### src/rtl/servo_ramp_scheduler_pkg.sv
// Shared definitions for the servo ramp scheduler slice.
//   N_CH / CH_W / VAL_W : channel count, channel index width, channel value width
//   sched_state_t       : scheduler FSM states (IDLE, SWEEP)
//   wr_port_t           : register-file write port bundle {en, addr, data}
//   clamp_val()         : saturate a value into [lo, hi]; used only when the
//                         SERVO_RAMP_CLAMP_EN build macro is defined
package servo_pkg;

    localparam int N_CH  = 64;
    localparam int CH_W  = 6;
    localparam int VAL_W = 11;

    typedef enum logic {
        IDLE  = 1'b0,
        SWEEP = 1'b1
    } sched_state_t;

    typedef struct packed {
        logic             en;
        logic [CH_W-1:0]  addr;
        logic [VAL_W-1:0] data;
    } wr_port_t;

    function automatic logic [VAL_W-1:0] clamp_val(
        input logic [VAL_W-1:0] v,
        input logic [VAL_W-1:0] lo,
        input logic [VAL_W-1:0] hi
    );
        if (v < lo) begin
            return lo;
        end else if (v > hi) begin
            return hi;
        end
        return v;
    endfunction

endpackage

### src/rtl/servo_ramp_scheduler_sweep_tick_gen.sv
// Free-running sweep period generator.
//   clk, rst : clock and asynchronous active-high reset
//   tick     : high for one cycle each time the counter wraps from
//              TICK_DIV-1 back to 0 (once every TICK_DIV cycles)
module sweep_tick_gen #(
    parameter int TICK_DIV = 50000
) (
    input  logic clk,
    input  logic rst,
    output logic tick
);

    localparam int CNT_W = (TICK_DIV > 1) ? $clog2(TICK_DIV) : 1;
    localparam logic [CNT_W-1:0] CNT_LAST = CNT_W'(TICK_DIV - 1);

    logic [CNT_W-1:0] cnt_q;
    logic [CNT_W-1:0] cnt_d;

    always_comb begin
        tick  = (cnt_q == CNT_LAST);
        cnt_d = tick ? '0 : cnt_q + CNT_W'(1);
    end

    always_ff @(posedge clk or posedge rst) begin
        if (rst) begin
            cnt_q <= '0;
        end else begin
            cnt_q <= cnt_d;
        end
    end

endmodule

### src/rtl/servo_ramp_scheduler.sv
// Servo ramp scheduler: owns per-channel target/current values and funnels
// every register-file write through one port. Host writes (one-entry pending
// slot) always win over the periodic ramp sweep, which slews each channel's
// current value toward its target by at most STEP per sweep.
// Ports:
//   clk, rst                      clock, asynchronous active-high reset
//   host_valid/host_ready         host request handshake (ready = slot empty)
//   host_addr/host_data/host_imm  channel, value, 1 = jump now / 0 = new target
//   wr_en/wr_addr/wr_data         register-file write port, one cycle per write
//   busy                          sweep in progress
//   sweep_done                    one-cycle pulse after the last channel step
//   tick_overrun                  sticky: a tick arrived while still sweeping
// Build option: define SERVO_RAMP_CLAMP_EN to clamp host_data to
// [VAL_MIN, VAL_MAX] before it is stored or written.
module servo_ramp_scheduler
    import servo_pkg::*;
#(
    parameter int STEP     = 8,
    parameter int TICK_DIV = 50000,
    parameter int VAL_MIN  = 0,
    parameter int VAL_MAX  = 2047
) (
    input  logic             clk,
    input  logic             rst,
    input  logic             host_valid,
    output logic             host_ready,
    input  logic [CH_W-1:0]  host_addr,
    input  logic [VAL_W-1:0] host_data,
    input  logic             host_imm,
    output logic             wr_en,
    output logic [CH_W-1:0]  wr_addr,
    output logic [VAL_W-1:0] wr_data,
    output logic             busy,
    output logic             sweep_done,
    output logic             tick_overrun
);

    localparam logic [CH_W-1:0]     LAST_IDX = CH_W'(N_CH - 1);
    localparam logic [VAL_W-1:0]    STEP_V   = VAL_W'(STEP);
    localparam logic signed [VAL_W:0] STEP_S = (VAL_W + 1)'(STEP);

    sched_state_t     state_q, state_d;
    logic [CH_W-1:0]  idx_q, idx_d;
    logic             pend_valid_q, pend_valid_d;
    logic             pend_imm_q, pend_imm_d;
    logic [CH_W-1:0]  pend_addr_q, pend_addr_d;
    logic [VAL_W-1:0] pend_data_q, pend_data_d;
    wr_port_t         wr_q, wr_d;
    logic             sweep_done_q, sweep_done_d;
    logic             overrun_q, overrun_d;

    logic [VAL_W-1:0] target_q  [N_CH];
    logic [VAL_W-1:0] current_q [N_CH];

    // At most one target and one current update per cycle.
    logic             tgt_we, cur_we;
    logic [CH_W-1:0]  tgt_wa, cur_wa;
    logic [VAL_W-1:0] tgt_wd, cur_wd;

    logic             tick;
    logic             sweep_step;
    logic [VAL_W-1:0] host_val;
    logic [VAL_W-1:0] cur_val, tgt_val, step_val;
    logic signed [VAL_W:0] diff;

    sweep_tick_gen #(.TICK_DIV(TICK_DIV)) u_tick (
        .clk  (clk),
        .rst  (rst),
        .tick (tick)
    );

`ifdef SERVO_RAMP_CLAMP_EN
    assign host_val = clamp_val(host_data, VAL_W'(VAL_MIN), VAL_W'(VAL_MAX));
`else
    assign host_val = host_data;
    // Bounds carry no meaning without clamping; fold them into a dead signal.
    logic unused_bounds;
    assign unused_bounds = (VAL_MIN > VAL_MAX);
`endif

    // A sweep step only happens on cycles the host slot does not claim.
    assign sweep_step = (state_q == SWEEP) && !pend_valid_q;

    // Step toward target; the extra sign bit keeps the difference exact, so
    // the step can never wrap or overshoot.
    always_comb begin
        cur_val = current_q[idx_q];
        tgt_val = target_q[idx_q];
        diff    = $signed({1'b0, tgt_val}) - $signed({1'b0, cur_val});
        if (diff > STEP_S) begin
            step_val = cur_val + STEP_V;
        end else if (diff < -STEP_S) begin
            step_val = cur_val - STEP_V;
        end else begin
            step_val = tgt_val;
        end
    end

    // FSM: state register
    always_ff @(posedge clk or posedge rst) begin
        if (rst) begin
            state_q <= IDLE;
        end else begin
            state_q <= state_d;
        end
    end

    // FSM: next state
    always_comb begin
        state_d = state_q;
        case (state_q)
            IDLE:    if (tick) state_d = SWEEP;
            SWEEP:   if (sweep_step && idx_q == LAST_IDX) state_d = IDLE;
            default: state_d = IDLE;
        endcase
    end

    // FSM: outputs
    always_comb begin
        busy         = (state_q == SWEEP);
        host_ready   = !pend_valid_q;
        wr_en        = wr_q.en;
        wr_addr      = wr_q.addr;
        wr_data      = wr_q.data;
        sweep_done   = sweep_done_q;
        tick_overrun = overrun_q;
    end

    // Datapath: host service, sweep step, index and pending slot.
    always_comb begin
        idx_d        = idx_q;
        pend_valid_d = pend_valid_q;
        pend_imm_d   = pend_imm_q;
        pend_addr_d  = pend_addr_q;
        pend_data_d  = pend_data_q;
        wr_d         = '0;
        sweep_done_d = 1'b0;
        overrun_d    = overrun_q | (tick && state_q == SWEEP);
        tgt_we       = 1'b0;
        tgt_wa       = pend_addr_q;
        tgt_wd       = pend_data_q;
        cur_we       = 1'b0;
        cur_wa       = pend_addr_q;
        cur_wd       = pend_data_q;

        if (pend_valid_q) begin
            pend_valid_d = 1'b0;
            tgt_we       = 1'b1;
            if (pend_imm_q) begin
                cur_we = 1'b1;
                wr_d   = '{en: 1'b1, addr: pend_addr_q, data: pend_data_q};
            end
        end else if (state_q == SWEEP) begin
            if (diff != '0) begin
                cur_we = 1'b1;
                cur_wa = idx_q;
                cur_wd = step_val;
                wr_d   = '{en: 1'b1, addr: idx_q, data: step_val};
            end
            if (idx_q == LAST_IDX) begin
                sweep_done_d = 1'b1;
            end
            idx_d = idx_q + CH_W'(1);
        end

        if (state_q == IDLE && tick) begin
            idx_d = '0;
        end

        // Slot is empty whenever host_ready is high, so accept never collides
        // with service.
        if (host_valid && !pend_valid_q) begin
            pend_valid_d = 1'b1;
            pend_imm_d   = host_imm;
            pend_addr_d  = host_addr;
            pend_data_d  = host_val;
        end
    end

    always_ff @(posedge clk or posedge rst) begin
        if (rst) begin
            idx_q        <= '0;
            pend_valid_q <= 1'b0;
            pend_imm_q   <= 1'b0;
            pend_addr_q  <= '0;
            pend_data_q  <= '0;
            wr_q         <= '0;
            sweep_done_q <= 1'b0;
            overrun_q    <= 1'b0;
            for (int i = 0; i < N_CH; i++) begin
                target_q[i]  <= '0;
                current_q[i] <= '0;
            end
        end else begin
            idx_q        <= idx_d;
            pend_valid_q <= pend_valid_d;
            pend_imm_q   <= pend_imm_d;
            pend_addr_q  <= pend_addr_d;
            pend_data_q  <= pend_data_d;
            wr_q         <= wr_d;
            sweep_done_q <= sweep_done_d;
            overrun_q    <= overrun_d;
            if (tgt_we) target_q[tgt_wa]  <= tgt_wd;
            if (cur_we) current_q[cur_wa] <= cur_wd;
        end
    end

endmodule

### config.mk
export PLATFORM = sky130hd
export DESIGN_NAME = servo_ramp_scheduler
export DESIGN_NICKNAME = d
export VERILOG_FILES = /design/src/rtl/servo_ramp_scheduler_pkg.sv /design/src/rtl/servo_ramp_scheduler_sweep_tick_gen.sv /design/src/rtl/servo_ramp_scheduler.sv
export SDC_FILE = /design/constraint.sdc
export NUM_CORES = 2
export LEC_CHECK = 0
export BUFFER_PORTS_ARGS = -buffer_cell sky130_fd_sc_hd__buf_2
export CAP_MARGIN = 40
export CORE_MARGIN = 2
export CORE_UTILIZATION = 40
export CTS_BUF_LIST = sky130_fd_sc_hd__clkbuf_8
export CTS_CLUSTER_DIAMETER = 40
export DETAILED_ROUTE_END_ITERATION = 16
export HOLD_SLACK_MARGIN = 0.15
export PLACE_DENSITY_LB_ADDON = 0.3
export SYNTH_ARGS = -nofsm -noshare
export SYNTH_HDL_FRONTEND = slang
export SYNTH_SLANG_ARGS = --single-unit
### constraint.sdc
create_clock -name clk -period 58.2 [get_ports clk]
set_input_delay 11.64 -clock clk [delete_from_list [all_inputs] [get_ports clk]]
set_output_delay 11.64 -clock clk [all_outputs]
set_load 0.005 [all_outputs]
# Word-level counts from Yosys, hierarchy flattened
# Index checks and enable logic that the tools add are counted.
# op_classes
add_sub_neg	5
mul	0
n_div	0
order_cmp	7
eq_ne	3
n_shift	0
muxes	40
bitwise_logic	5
n_reduce_logical	11
# op_table
cell	n
$bwmux W704	2
$bmux W11 S6	2
$demux W11 S6	2
$mux W11	11
$mux W18	4
$mux W6	6
$ge A7 B7 Y1 const B	3
$not A6 Y7	3
$add A16 B1 Y16 const B	1
$eq A16 B16 Y1 const B	1
$mux W16	1
$lt A7 B1 Y1 const B	2
$gt A12 B5 Y1 const B	1
$lt A12 B4 Y1 const B	1
$reduce_bool A12 Y1	1
$sub A11 B11 Y12	1
$add A11 B4 Y11 const B	1
$mux W1	11
$sub A11 B4 Y11 const B	1
$logic_and A1 B1 Y1	7
$add A6 B1 Y6 const B	1
$eq A6 B6 Y1 const B	1
$ne A2 B1 Y1 const B	1
$pmux W1 S2	1
other kinds (5)	5
# totals
register_bits	1470
latch_bits	0
mem_bits_rw	0
rom_bits	0
inputBits	21
out_inout_bits	22
word_cells	211
n_memories	0

# Depth between registers and ports, before layout
# depth
word_depth	15
depth_mapped	26
depth_no_buf	18

# By module
# From an unflattened synthesis, not the netlist that was laid out.
# hier_totals
hier_cells	4591
area_unflattened_um2	69743.1
# by_module_without_submodules
mod	n_inst	cells_each	area_each_um2	seq_area_each_um2
servo_ramp_scheduler	1	4523	68986.2	36384.9
sweep_tick_gen	1	68	757.0	400.4

# Worst setup path after synthesis
# Ideal clock, no wire load.
# synth_timing
path_type	input port to flip-flop
start	in host_valid
end	reg pend_addr_q[5]
setup_time_ns	0.125
t_arrival_ns	12.797
required_ns	58.075
slack_ns	45.279
stages	4
path_buffers	2
path_cell_list	nor2b_1 > clkbuf_1 > buf_1 > mux2_2
# synth_via
elab_chain_len	1
# synth_lines
element	line	text
start, declared	servo_ramp_scheduler.sv:25	input logic host_valid,
$logic_and A1 B1 Y1	servo_ramp_scheduler.sv:172	if (host_valid && !pend_valid_q) begin
end signal, assigned	servo_ramp_scheduler.sv:198	pend_addr_q <= pend_addr_d;
end, declared	servo_ramp_scheduler.sv:46	logic [CH_W-1:0] pend_addr_q, pend_addr_d;
# Every way passes these cells.
# A chain may end at the register's enable or synchronous reset.

==> impl_metrics.toml <==
[final_layout]
fillers = 15300
nets = 5297
multi_input_area_mm2 = 0.0294
seq_area_mm2 = 0.0368
final_core_util = 0.452
drive_gt1_frac = 0.342
syn2layout_area_growth_pct = 11.9

[clocking]
cts-resized-gates = 0
cts.clk_slew.worst_paths_ns = 0.06
cts_setup_buffers = 0
clk_latency_ns = 1.06
clock_path_buffers = 4
cts_tree = "done"
cts_made_buffers = 283
cts_max_level = 5
cts_sinks = 1470
cts_root_buffer = "clkbuf_8"
postCtsHoldBufs = 0

[logic_synthesis]
ys.flop_type = "dfrtp_1"
yosysMostFrequentCell = "dfrtp_1"
synth_edf_count = 0
syn_nets = 5262
synth_area_leaders = "dfrtp_1 (54%), mux2_2 (13%), mux4_2 (13%)"
synth_warnings = 0
syn_area_per_cell_um2 = 13.1
syn-cell-area_mm2 = 0.0685
synth_cell_types = 87
yosysTopAreaCell = "dfrtp_1"
syn-instance-count = 5226
synth_common_cells = "dfrtp_1 (1470), mux2_2 (796), nand2_1 (560)"
synth-seq-area-share = 0.537
synthArstFlopShare = 1.00
yosysTopAreaCellShare = 0.537
ys_ff_latch = 1470

[pwr]
p_per_area_mw_per_mm2 = 38.9
irDropWorstVdd_uv = 38.9
p_leak_nw = 34.2
total_power_w = 0.00298

[sta]
period_share = 0.249
postLayoutSetupSlackWorst_ns = 43.70
max_freq_ghz = 0.0690
drv_slew = 0
clock_skew_ns = 0.0964
finalHoldViolCount = 0
min_period_ns = 14.50
finalSetupViolations = 0
slew_headroom = 0.270
tightestPinTransition_ns = 1.10
grt_setup_unrepaired = "no"
tns_ns = 0

[drt]
routed_wl_mm = 196
ant_nets = 0
drc = 0
post_drt_wl_per_cell_um = 25.6
drt_iter0_drc = 4087
drt-pass1-iter-count = 6
viasPerCell = 5.85
vias = 44800

[critical_path]
startpoint = "rst"
cp_cell_sequence = "buf_2 -> inv_8 -> buf_16 -> buf_12 -> buf_4 -> buf_16 -> buf_4 -> buf_12"
critPathArrivalTime_ns = 15.43
critPathCaptureType = "async pin"
r2r-start = "idx_q[1]"
cp_slowest_stage_delay_ns = 0.71
cp_num_buf_inv = 8
cp-start-kind = "primary input"
crit_fanout = 178
crit_required_ns = 59.13
crit_family = "buffers and inverters"
cpMaxStageDelayCell = "buf_12"
worstSetupPathType = "primary input to async pin"

[place]
portBuffers = 42
post-place-ws_ns = 42.46
place_hpwl_mm = 125
gp_congestion = 0.854

[die]
initial_core_util = 0.403
io_pins = 43
rows = 151
fp.dieW_um = 418
dieArea_mm2 = 0.174
die_height_um = 418
coreArea_mm2 = 0.170

[job]
maxCapViolCount = 0

[global_routing]
grt_antenna_before_repair = 6
grt_pass1_wl_mm = 298
grt_pass1_vias = 45300
grt_max_degree = 179
grt_use_total = 0.226
overflow = 0

[outcome]
status = "complete, no violations"

[worst_hold_path]
hold_start = "tick_overrun"
hp-class = "flop to flop"
## report_power, final
part           leakage (nW)  total (W)  internal, W  switching, W
Clock                  3.09    0.00103     0.000592      0.000437
Combinational          11.1   0.000606     0.000286      0.000321
Sequential             19.9    0.00135      0.00124      0.000110
Total                  34.2    0.00298      0.00211      0.000868
## cell type report
type | instances | area share
sequential | 1470 | 0.481
multi-input combinational | 3270 | 0.384
clock buffer | 341 | 0.0613
tap | 2218 | 0.0362
timing repair buffer | 214 | 0.0250
clock inverter | 110 | 0.0115
inverter | 22 | 0.00121
antenna | 9 | 0.000294
## registers in the layout (all words and copies together), names as in the netlist
signal	flops
idx_q	6
target_q	704
pend_data_q	11
sweep_done	1
pend_valid_q	1
u_tick.cnt_q	16
tick_overrun	1
wr_en	1
wr_data	11
busy	1
pend_addr_q	6
current_q	704
pend_imm_q	1
wr_addr	6
## per-layer routing
metal | vias to the layer above | wire length [um] | GRT usage
li1 | 19300 | - | -
met1 | 23600 | 84100 | 0.312
met4 | 6 | 9180 | 0.104
met3 | 428 | 11800 | 0.0434
met5 | - | 34 | 0
met2 | 1450 | 90800 | 0.348
## placed cells by master (no fill, tap or decap), types with 11 or more instances in the layout
cell type  Yosys  layout
dfrtp_1     1470    1454
mux2i_1       63      63
buf_8          1      11
nor3_1        27      27
a22oi_1       35      35
clkinv_2       0      20
nand2_1      560     559
clkbuf_8       0     341
nand2b_1      19      19
a32o_1       106     106
nor2_1       345     339
and3_1        17      17
a31oi_1       71      71
ha_1          15      15
o31ai_1       73      73
mux2_2       796     796
o21ai_0      345     345
xnor2_1       14      14
buf_4         39     128
mux4_2       393     393
inv_1         19      81
dfrtp_2        0      13
a22o_1        39      39
a21oi_1       92      91
nand4_1       18      18
nand3_1       47      47
nor2b_1       23      22
buf_2         88      46
and2_1        12      12
a21o_1        11      11
bufinv_16      0      15
## path summary, 6_finish.rpt
path,to,slack (ns),cells past startpoint
setup / recovery,pend_data_q[8],43.70,8
hold / removal,tick_overrun,0.46,1
setup reg to reg,current_q[308],49.23,18
hold reg to reg,tick_overrun,0.46,1
max in group clk,host_ready,44.58,3
min in group asynchronous,target_q[248],10.61,2
## stage by stage
step           area [um^2]  hold slack, ns  instances
5_1_grt              76600           0.484       7648
4_1_cts              76600           0.464       7644
3_3_place_gp         70300           0.437       7137
6_report             76600           0.457       7654
2_1_floorplan        68500           0.443       5226
3_5_place_dp         71000           0.451       7193
## cell families (layout without fill, tap and decap cells)
kind of cell	after synthesis	count (layout)	synth area share
DFF	1470	1470	0.537
muxes	1256	1256	0.270
and+or+nand+nor	1118	1118	0.0686
AOI/OAI and AO/OA	859	859	0.0839
buffers and inverters	486	687	0.0342
xor gates and xnor gates	22	22	0.00281
adders and majority gates	15	15	0.00274
other	0	9	0
No activity file was read; power rests on OpenSTA's default activity.
